File: config.mk
export PLATFORM = sky130hd
export DESIGN_NAME = dmem_responder
export DESIGN_NICKNAME = d
export VERILOG_FILES = /design/src/rtl/dmem_pkg.sv /design/src/rtl/dmem_lane_align.sv /design/src/rtl/dmem_responder.sv
export SDC_FILE = /design/constraint.sdc
export NUM_CORES = 2
export LEC_CHECK = 0
export ABC_AREA = 1
export CAP_MARGIN = 20
export CORE_AREA = 2 2 378 529
export DETAILED_ROUTE_END_ITERATION = 8
export DIE_AREA = 0 0 380 531
export SLEW_MARGIN = 25
export SYNTH_ARGS = -nofsm -noshare
export SYNTH_HDL_FRONTEND = slang
export SYNTH_SLANG_ARGS = --single-unit
export TNS_END_PERCENT = 100
File: constraint.sdc
create_clock -name clk -period 6.45 [get_ports clk]
set_input_delay 0.645 -clock clk [delete_from_list [all_inputs] [get_ports clk]]
set_output_delay 0.645 -clock clk [all_outputs]
set_load 0.01 [all_outputs]
File: src/rtl/dmem_pkg.sv
// Shared constants and types for the MEM-stage data memory responder.
// Imported by the responder and its lane-alignment helper.
package dmem_pkg;

    localparam logic [2:0] F3_B  = 3'd0;
    localparam logic [2:0] F3_H  = 3'd1;
    localparam logic [2:0] F3_W  = 3'd2;
    localparam logic [2:0] F3_BU = 3'd4;
    localparam logic [2:0] F3_HU = 3'd5;

    localparam int CNT_W = 4;

    typedef enum logic [1:0] {
        IDLE = 2'd0,
        WAIT = 2'd1,
        RESP = 2'd2
    } state_t;

endpackage

File: src/rtl/dmem_lane_align.sv
// Combinational byte-lane steering for RV32I loads and stores:
// builds the write mask and merged word, extends load data, flags bad accesses.
module dmem_lane_align
    import dmem_pkg::*;
(
    input  logic        we,
    input  logic [2:0]  funct3,
    input  logic [1:0]  addr_lo,
    input  logic [31:0] wdata,
    input  logic [31:0] old_word,
    output logic [3:0]  byte_mask,
    output logic [31:0] wr_word,
    output logic [31:0] ld_data,
    output logic        bad
);

    logic [7:0]  ld_byte;
    logic [15:0] ld_half;
    logic [31:0] wr_rep;

    always_comb begin
        ld_byte   = old_word[8*addr_lo +: 8];
        ld_half   = addr_lo[1] ? old_word[31:16] : old_word[15:0];
        byte_mask = 4'b0000;
        wr_rep    = wdata;
        ld_data   = 32'd0;
        bad       = 1'b1;

        case (funct3)
            F3_B: begin
                bad       = 1'b0;
                byte_mask = 4'b0001 << addr_lo;
                wr_rep    = {4{wdata[7:0]}};
                ld_data   = {{24{ld_byte[7]}}, ld_byte};
            end
            F3_BU: begin
                bad     = we;
                ld_data = {24'd0, ld_byte};
            end
            F3_H: begin
                bad       = addr_lo[0];
                byte_mask = addr_lo[1] ? 4'b1100 : 4'b0011;
                wr_rep    = {2{wdata[15:0]}};
                ld_data   = {{16{ld_half[15]}}, ld_half};
            end
            F3_HU: begin
                bad     = we | addr_lo[0];
                ld_data = {16'd0, ld_half};
            end
            F3_W: begin
                bad       = |addr_lo;
                byte_mask = 4'b1111;
                ld_data   = old_word;
            end
            default: bad = 1'b1;
        endcase

        // Loads never write; stores and rejected accesses never return data.
        if (!we || bad) byte_mask = 4'b0000;
        if (we || bad)  ld_data   = 32'd0;

        for (int i = 0; i < 4; i++) begin
            wr_word[8*i +: 8] = byte_mask[i] ? wr_rep[8*i +: 8] : old_word[8*i +: 8];
        end
    end

endmodule

File: src/rtl/dmem_responder.sv
// Fixed-latency load/store responder for the MEM stage: valid/ready request,
// one-cycle response pulse, and a combinational stall back to the pipeline.
module dmem_responder
    import dmem_pkg::*;
#(
    parameter int DEPTH_WORDS = 64,
    parameter int LATENCY     = 2
) (
    input  logic        clk,
    input  logic        reset,
    input  logic        req_valid,
    input  logic        req_we,
    input  logic [2:0]  req_funct3,
    input  logic [31:0] req_addr,
    input  logic [31:0] req_wdata,
    output logic        req_ready,
    output logic        resp_valid,
    output logic [31:0] resp_rdata,
    output logic        resp_err,
    output logic        mem_stall
);

    localparam int          AW         = $clog2(DEPTH_WORDS);
    localparam logic [31:0] ADDR_LIMIT = 32'(4 * DEPTH_WORDS);

    state_t             state, state_n;
    logic [CNT_W-1:0]   cnt, cnt_n;
    logic               enter_resp;

    logic               lat_we;
    logic [2:0]         lat_f3;
    logic [31:0]        lat_addr, lat_wdata;

    logic               acc_we;
    logic [2:0]         acc_f3;
    logic [31:0]        acc_addr, acc_wdata;
    logic [AW-1:0]      acc_idx;
    logic               acc_oor, acc_err, align_bad;
    logic [31:0]        old_word, wr_word, ld_data;
    logic [3:0]         byte_mask;

    logic [31:0]        mem [DEPTH_WORDS];

    always_ff @(posedge clk) begin
        if (reset) begin
            state <= IDLE;
            cnt   <= '0;
        end else begin
            state <= state_n;
            cnt   <= cnt_n;
        end
    end

    always_comb begin
        state_n    = state;
        cnt_n      = cnt;
        enter_resp = 1'b0;
        case (state)
            IDLE: begin
                if (req_valid) begin
                    if (LATENCY == 1) begin
                        state_n    = RESP;
                        enter_resp = 1'b1;
                    end else begin
                        state_n = WAIT;
                        cnt_n   = CNT_W'(LATENCY - 2);
                    end
                end
            end
            WAIT: begin
                if (cnt == '0) begin
                    state_n    = RESP;
                    enter_resp = 1'b1;
                end else begin
                    cnt_n = cnt - 1'b1;
                end
            end
            RESP:    state_n = IDLE;
            default: state_n = IDLE;
        endcase
    end

    // Request capture: only meaningful while idle, so no reset needed.
    always_ff @(posedge clk) begin
        if (state == IDLE && req_valid) begin
            lat_we    <= req_we;
            lat_f3    <= req_funct3;
            lat_addr  <= req_addr;
            lat_wdata <= req_wdata;
        end
    end

    // With LATENCY==1 the access happens on the accepting edge, before the latch holds it.
    always_comb begin
        acc_we    = (state == IDLE) ? req_we     : lat_we;
        acc_f3    = (state == IDLE) ? req_funct3 : lat_f3;
        acc_addr  = (state == IDLE) ? req_addr   : lat_addr;
        acc_wdata = (state == IDLE) ? req_wdata  : lat_wdata;
    end

    assign acc_idx  = acc_addr[AW+1:2];
    assign acc_oor  = (acc_addr >= ADDR_LIMIT);
    assign old_word = mem[acc_idx];
    assign acc_err  = acc_oor | align_bad;

    dmem_lane_align u_align (
        .we        (acc_we),
        .funct3    (acc_f3),
        .addr_lo   (acc_addr[1:0]),
        .wdata     (acc_wdata),
        .old_word  (old_word),
        .byte_mask (byte_mask),
        .wr_word   (wr_word),
        .ld_data   (ld_data),
        .bad       (align_bad)
    );

    always_ff @(posedge clk) begin
        if (enter_resp && !reset && !acc_oor && (|byte_mask)) begin
            mem[acc_idx] <= wr_word;
        end
    end

    always_ff @(posedge clk) begin
        if (reset) begin
            resp_rdata <= 32'd0;
            resp_err   <= 1'b0;
        end else if (enter_resp) begin
            resp_rdata <= acc_err ? 32'd0 : ld_data;
            resp_err   <= acc_err;
        end
    end

    assign req_ready  = (state == IDLE);
    assign resp_valid = (state == RESP);
    assign mem_stall  = req_valid & ~resp_valid;

endmodule

### Yosys cells after proc, flatten, opt, wreduce, memory -nomap -nowiden

Memory sizes are Yosys's and may differ from the RTL's.
Index checks and enable logic that the tools add are counted.

| cells by class | value |
|---|---|
| $add $sub $neg | 1 |
| magnitude comparators | 1 |
| equality and inequality tests | 9 |
| shift-type cells | 2 |
| multiplexer cells | 27 |
| bitwise gates (word level) | 4 |
| reduce and logical (&&, ||, !) cells | 17 |

Operators by type and width:

| cell | count |
|---|---|
| case mux 32 bit (5 select lines) | 1 |
| two-way mux 32 bit | 4 |
| case mux 32 bit (2 select lines) | 1 |
| >= comparator 32 x 9 -> 1 bit, second input constant | 1 |
| two-way mux 8 bit | 4 |
| indexed part select 32 x 6 -> 8 bit | 1 |
| two-way mux 16 bit | 1 |
| two-way mux 4 bit | 4 |
| case mux 4 bit (3 select lines) | 1 |
| case mux 4 bit (2 select lines) | 1 |
| equality test 3 bit, second input constant | 2 |
| != test 2 bit, second input constant | 3 |
| two-way mux 1 bit | 5 |
| case mux 1 bit (5 select lines) | 1 |
| logical AND 1 bit | 4 |
| zero test 4 bit | 1 |
| two-way mux 2 bit | 2 |
| case mux 2 bit (2 select lines) | 1 |
| OR reduction 4 bit | 1 |
| left shift 1 x 2 -> 4 bit, first input constant | 1 |
| subtractor 4 x 1 -> 4 bit, second input constant | 1 |
| equality test 3 x 1 -> 1 bit, second input constant | 1 |
| equality test 3 x 2 -> 1 bit, second input constant | 1 |
| zero test 1 bit | 3 |
| other kinds (13) | 15 |

| word-level totals | value |
|---|---|
| register bits after elaboration | 107 |
| bits in writable memories | 2048 |
| input port bits | 71 |
| output and inout port bits | 36 |
| word-level logic and storage cells | 70 |
| memories kept | 1 |

Memories:

| memory | words | bits a word | rd ports | clocked after Yosys merged registers in | wr ports | RTL line | RTL |
|---|---|---|---|---|---|---|---|
| mem | 64 | 32 | 1 | 0 | 1 | dmem_responder.sv:42 | `logic [31:0] mem [DEPTH_WORDS];` |

### Longest topological paths before layout

| logic depth | value |
|---|---|
| word-level depth | 10 |
| gate-level depth with buffers | 24 |
| depth with buffers taken out | 21 |

### Modules after synthesis

Synthesis repeated with hierarchy kept, for this count alone.

| unflattened totals | value |
|---|---|
| cells, all modules | 9451 |
| area total of the unflattened synthesis | 93724.9 um^2 |

Modules (own cells, without submodules):

| module | times used | cells each | area each (um^2) | sequential area each (um^2) |
|---|---|---|---|---|
| dmem_responder | 1 | 9017 | 91814.3 | 64321.7 |
| dmem_lane_align | 1 | 434 | 1910.6 | 0.0 |

### Worst setup path before layout

No wires, ideal clock.

| timing path | value |
|---|---|
| path kind | in2reg |
| from | in req_addr[2] |
| to | mem mem[0][11], data pin |
| library setup time | 701 ps |
| data arrival time | 4588 ps |
| required time | 5749 ps |
| path slack | 1160 ps |
| stages on the path | 15 |
| buffers on the path | 4 |
| path through | inv_1 -> nand2_4 -> nand2_2 -> buf_6 -> buf_6 -> buf_4 -> buf_4 -> nor2_1 -> o21ai_0 -> a21oi_1 -> o21ai_1 -> nand2_1 -> nor2_1 -> nand2_1 -> o21ai_0 |

| on the way | value |
|---|---|
| word-level cells in the longest chain between the ends | 3 |

Ends and longest elaborated chain:

| element | RTL line | RTL |
|---|---|---|
| start, declared | dmem_responder.sv:14 | `input logic [31:0] req_addr,` |
| two-way mux 32 bit | dmem_responder.sv:97 | `acc_addr = (state == IDLE) ? req_addr : lat_addr;` |
| memory (64 x 32 bit) | - |  |
| two-way mux 8 bit | dmem_lane_align.sv:63 | `wr_word[8*i +: 8] = byte_mask[i] ? wr_rep[8*i +: 8] : old_word[8*i +: 8];` |
| net u_align.wr_word[11] | dmem_lane_align.sv:12 | `output logic [31:0] wr_word,` |
| end, declared | dmem_responder.sv:42 |  |

The timed path passes the listed nets, and every way through them passes these cells.

### Worst setup path after layout

| timing path | value |
|---|---|
| from | reg state[1] |
| to | mem mem[27][16] (enable) |

| on the way | value |
|---|---|
| word-level cells in the longest chain between the ends | 10 |
| elaborated cells on any way between the ends | 28 |
| classes of those cells | order compare: 1; eq/ne: 5; shift: 1; mux: 10; bitwise: 1; reduce/logical: 10 |

Ends and longest elaborated chain:

| element | RTL line | RTL |
|---|---|---|
| start, declared | dmem_responder.sv:26 | `state_t state, state_n;` |
| start signal, assigned | dmem_responder.sv:49 | `state <= state_n;` |
| branches (longest 10 deep; another with >= comparator 32 x 9 -> 1 bit) | - |  |

Parallel ways; which one is timed is not known.

==> metrics.csv <==
stage;metric;value;unit
logic_synthesis;syn_nets;9013;
final_layout;syn_to_final_growth;13.3;%
timing;rsz0062_at_grt;false;
logic_synthesis;ys_seq_area_frac;0.699;
outcome;status;finished clean;
floorplan;die_x;380;um
final_layout;final_cell_mix;nand2_1, edfxtp_1, nor2_1;
min_path;holdCritPathClass;in2reg;
timing;fmax;0.189;GHz
timing;period_share;0.822;
drt;wl_per_cell;23.2;um
cts;clockBufferDepth;4;
cts;htreeDepth;4;
worst_setup_path;cp-end-kind;flip-flop;
timing;relSlewSlack;0.314;
final_layout;postLayoutCoreUtil;0.530;
timing;fin_worst_skew;0.0438;ns
logic_synthesis;ys_warn_count;0;
grt;antenna_found_initial;12;
cts;cts_resized;0;
cts;cts.sinks;2155;
final_layout;ff_latch_area;0.0643;mm^2
floorplan;start_util;0.467;
floorplan;coreArea;0.197;mm^2
power;p_leak;41.6;nW
grt;grt_usage;0.269;
cts;cts_hold_buf;0;
final_layout;fin_nets;9125;
grt;grt_start_max_net_pins;142;
floorplan;ioPinCount;107;
final_layout;multi_input_comb_area;0.0237;mm^2
cts;cts_buffers;210;
cts;cts_setup_buffers;0;
logic_synthesis;synth_cell_types;43;
power;ir_worst_vdd;300;uV
cts;cts_root_buf;clkbuf_16;
drt;drc;0;
logic_synthesis;synth.avg_cell_area;10.3;um^2
worst_setup_path;required;6.95;ns
flow_run;cap_violations;0;
logic_synthesis;synthTopCellsByArea;edfxtp_1, nand2_1, nor2_1;
drt;firstDrtPassIters;6;
logic_synthesis;synth.largest_area_cell;edfxtp_1;
timing;tns;0;ns
final_layout;drive_above_1_share;0.0743;
floorplan;fp.dieArea;0.202;mm^2
min_path;hold_path_depth;1;
timing;slew_violations;0;
timing;hold_viol;0;
power;p_total;36.7;mW
drt;wl;275000;um
worst_setup_path;worstPathBufferInverterCount;3;
final_layout;n_fill_cell;17300;
worst_setup_path;cp_cell_sequence;nor2_4 > buf_4 > mux2i_2 > o22ai_1 > a21oi_1 > inv_2 > nor2_1 > and3_1 > nand2_1 > nor2_4 > buf_4;
final_layout;final_common_cell;nand2_1;
grt;grt_overflow;0;
logic_synthesis;yosysTopAreaCellShare;0.690;
final_layout;stdcell_count;11800;
worst_setup_path;critPathMaxFanout;18;
drt;ant_nets;0;
worst_setup_path;worstSetupPathType;reg2reg;
logic_synthesis;synth-main-ff-cell;edfxtp_1;
timing;period_needed;5.30;ns
grt;grt_pass1_wl;403000;um
timing;worst_pin_slew;1.03;ns
place;portBuffers;106;
drt;vias;64100;
place;hpwl;160000;um
logic_synthesis;ys_ff_latch;2155;
worst_setup_path;cp_num_cells;11;
power;p_per_area;352;mW/mm^2
logic_synthesis;synth_edf_count;2116;
worst_setup_path;cp_slowest_cell;nor2_4;
worst_setup_path;rr_worst_depth;11;
place;dpl.cell_count;11500;
drt;vias_per_cell;5.41;
logic_synthesis;synth_area;0.0921;mm^2
floorplan;die_y;531;um
floorplan;rows;193;
cts;clkLatencyLatePin;0.86;ns
drt;drt_iter0_drc;6638;
worst_setup_path;critPathMaxStageDelay;0.72;ns
timing;finalSetupViolations;0;
worst_setup_path;cp.arrival;5.80;ns
worst_setup_path;crit_family;simple AND/OR/NAND/NOR gates;
worst_setup_path;critPathLaunchType;flip-flop;
place;gp_congestion;0.921;
worst_setup_path;r2r_setup_slack;1.15;ns
grt;grt_pass1_vias;61300;
logic_synthesis;syn_inst;8940;
cts;path_clk_slew;0.06;ns
timing;whs;0.372;ns
cts;cts_tree;built;
logic_synthesis;async_reset_ff_frac;0;
## layer usage
metal,up-vias,share of wire,track usage
met2,2820,0.47,0.442
met1,31300,0.41,0.367
met4,6,0.037,0.100
li1,29400,-,-
met3,566,0.081,0.0368
met5,-,0.00012,0
## stage by stage
stage                     setup slack (ns)  area (um^2)
final                                 1.15       104000
after global routing                 0.975       104000
after CTS                             1.22       104000
after detailed placement              1.22        97800
after global placement                1.25        97800
after floorplan                       1.16        92100
## power by group
| group | switching, mW | internal, mW |
|---|---|---|
| clock | 5.24 | 6.82 |
| sequential | 0.0145 | 17.3 |
| combinational | 5.80 | 1.57 |
| total | 11.1 | 25.7 |
## path summary, 6_finish.rpt
check                                   from                    endpoint
setup / recovery       state[1]$_SDFFE_PP0P_       mem[27][16]$_DFFE_PP_
hold reg to reg   resp_rdata[0]$_SDFFE_PP0P_  resp_rdata[0]$_SDFFE_PP0P_
hold / removal                  req_addr[17]      lat_addr[17]$_DFFE_PP_
setup reg to reg       state[1]$_SDFFE_PP0P_       mem[27][16]$_DFFE_PP_
## registers in the layout, summed over array words and instances (netlist names)
name	flops
lat_wdata	32
lat_addr	32
lat_f3	3
resp_err	1
mem	2048
lat_we	1
cnt	4
resp_rdata	32
state	2
## logic make-up after synthesis
group / after synthesis / synth area share
buffers and inverters: 1233 / 0.0551
and+or+nand+nor: 4815 / 0.204
DFF: 2155 / 0.699
adders and majority gates: 2 / 0.000272
AOI/OAI and AO/OA: 723 / 0.0404
xor gates and xnor gates: 1 / 0.0000951
muxes: 11 / 0.00124
## final cells by class
| type | instances | share of cell area |
|---|---|---|
| timing repair buffer | 341 | 0.0336 |
| sequential | 2155 | 0.616 |
| multi-input combinational | 5552 | 0.227 |
| tap | 2632 | 0.0316 |
| inverter | 792 | 0.0285 |
| clock buffer | 243 | 0.0527 |
| antenna | 2 | 0.0000480 |
| clock inverter | 125 | 0.0103 |
## cells in the mapped netlist (4+ instances only)
cell and count:
o21ai_1 107, buf_2 208, buf_4 36, and2_1 6
o22ai_1 18, nand3_2 6, nand4_1 39, buf_1 29
clkbuf_1 161, inv_2 11, nor3_2 9, or2_2 7
mux2i_1 10, o21ai_0 472, o31ai_1 8, nand3b_1 22
dfxtp_1 39, edfxtp_1 2116, nand2_2 10, nand3_1 235
inv_1 780, nor2_1 1164, o21ai_2 4, nor3_1 12
buf_6 7, nand2_1 3280, nor2_2 6, a21oi_1 106
nor4_1 9
Note: power is estimated with default switching activity, not from simulation.
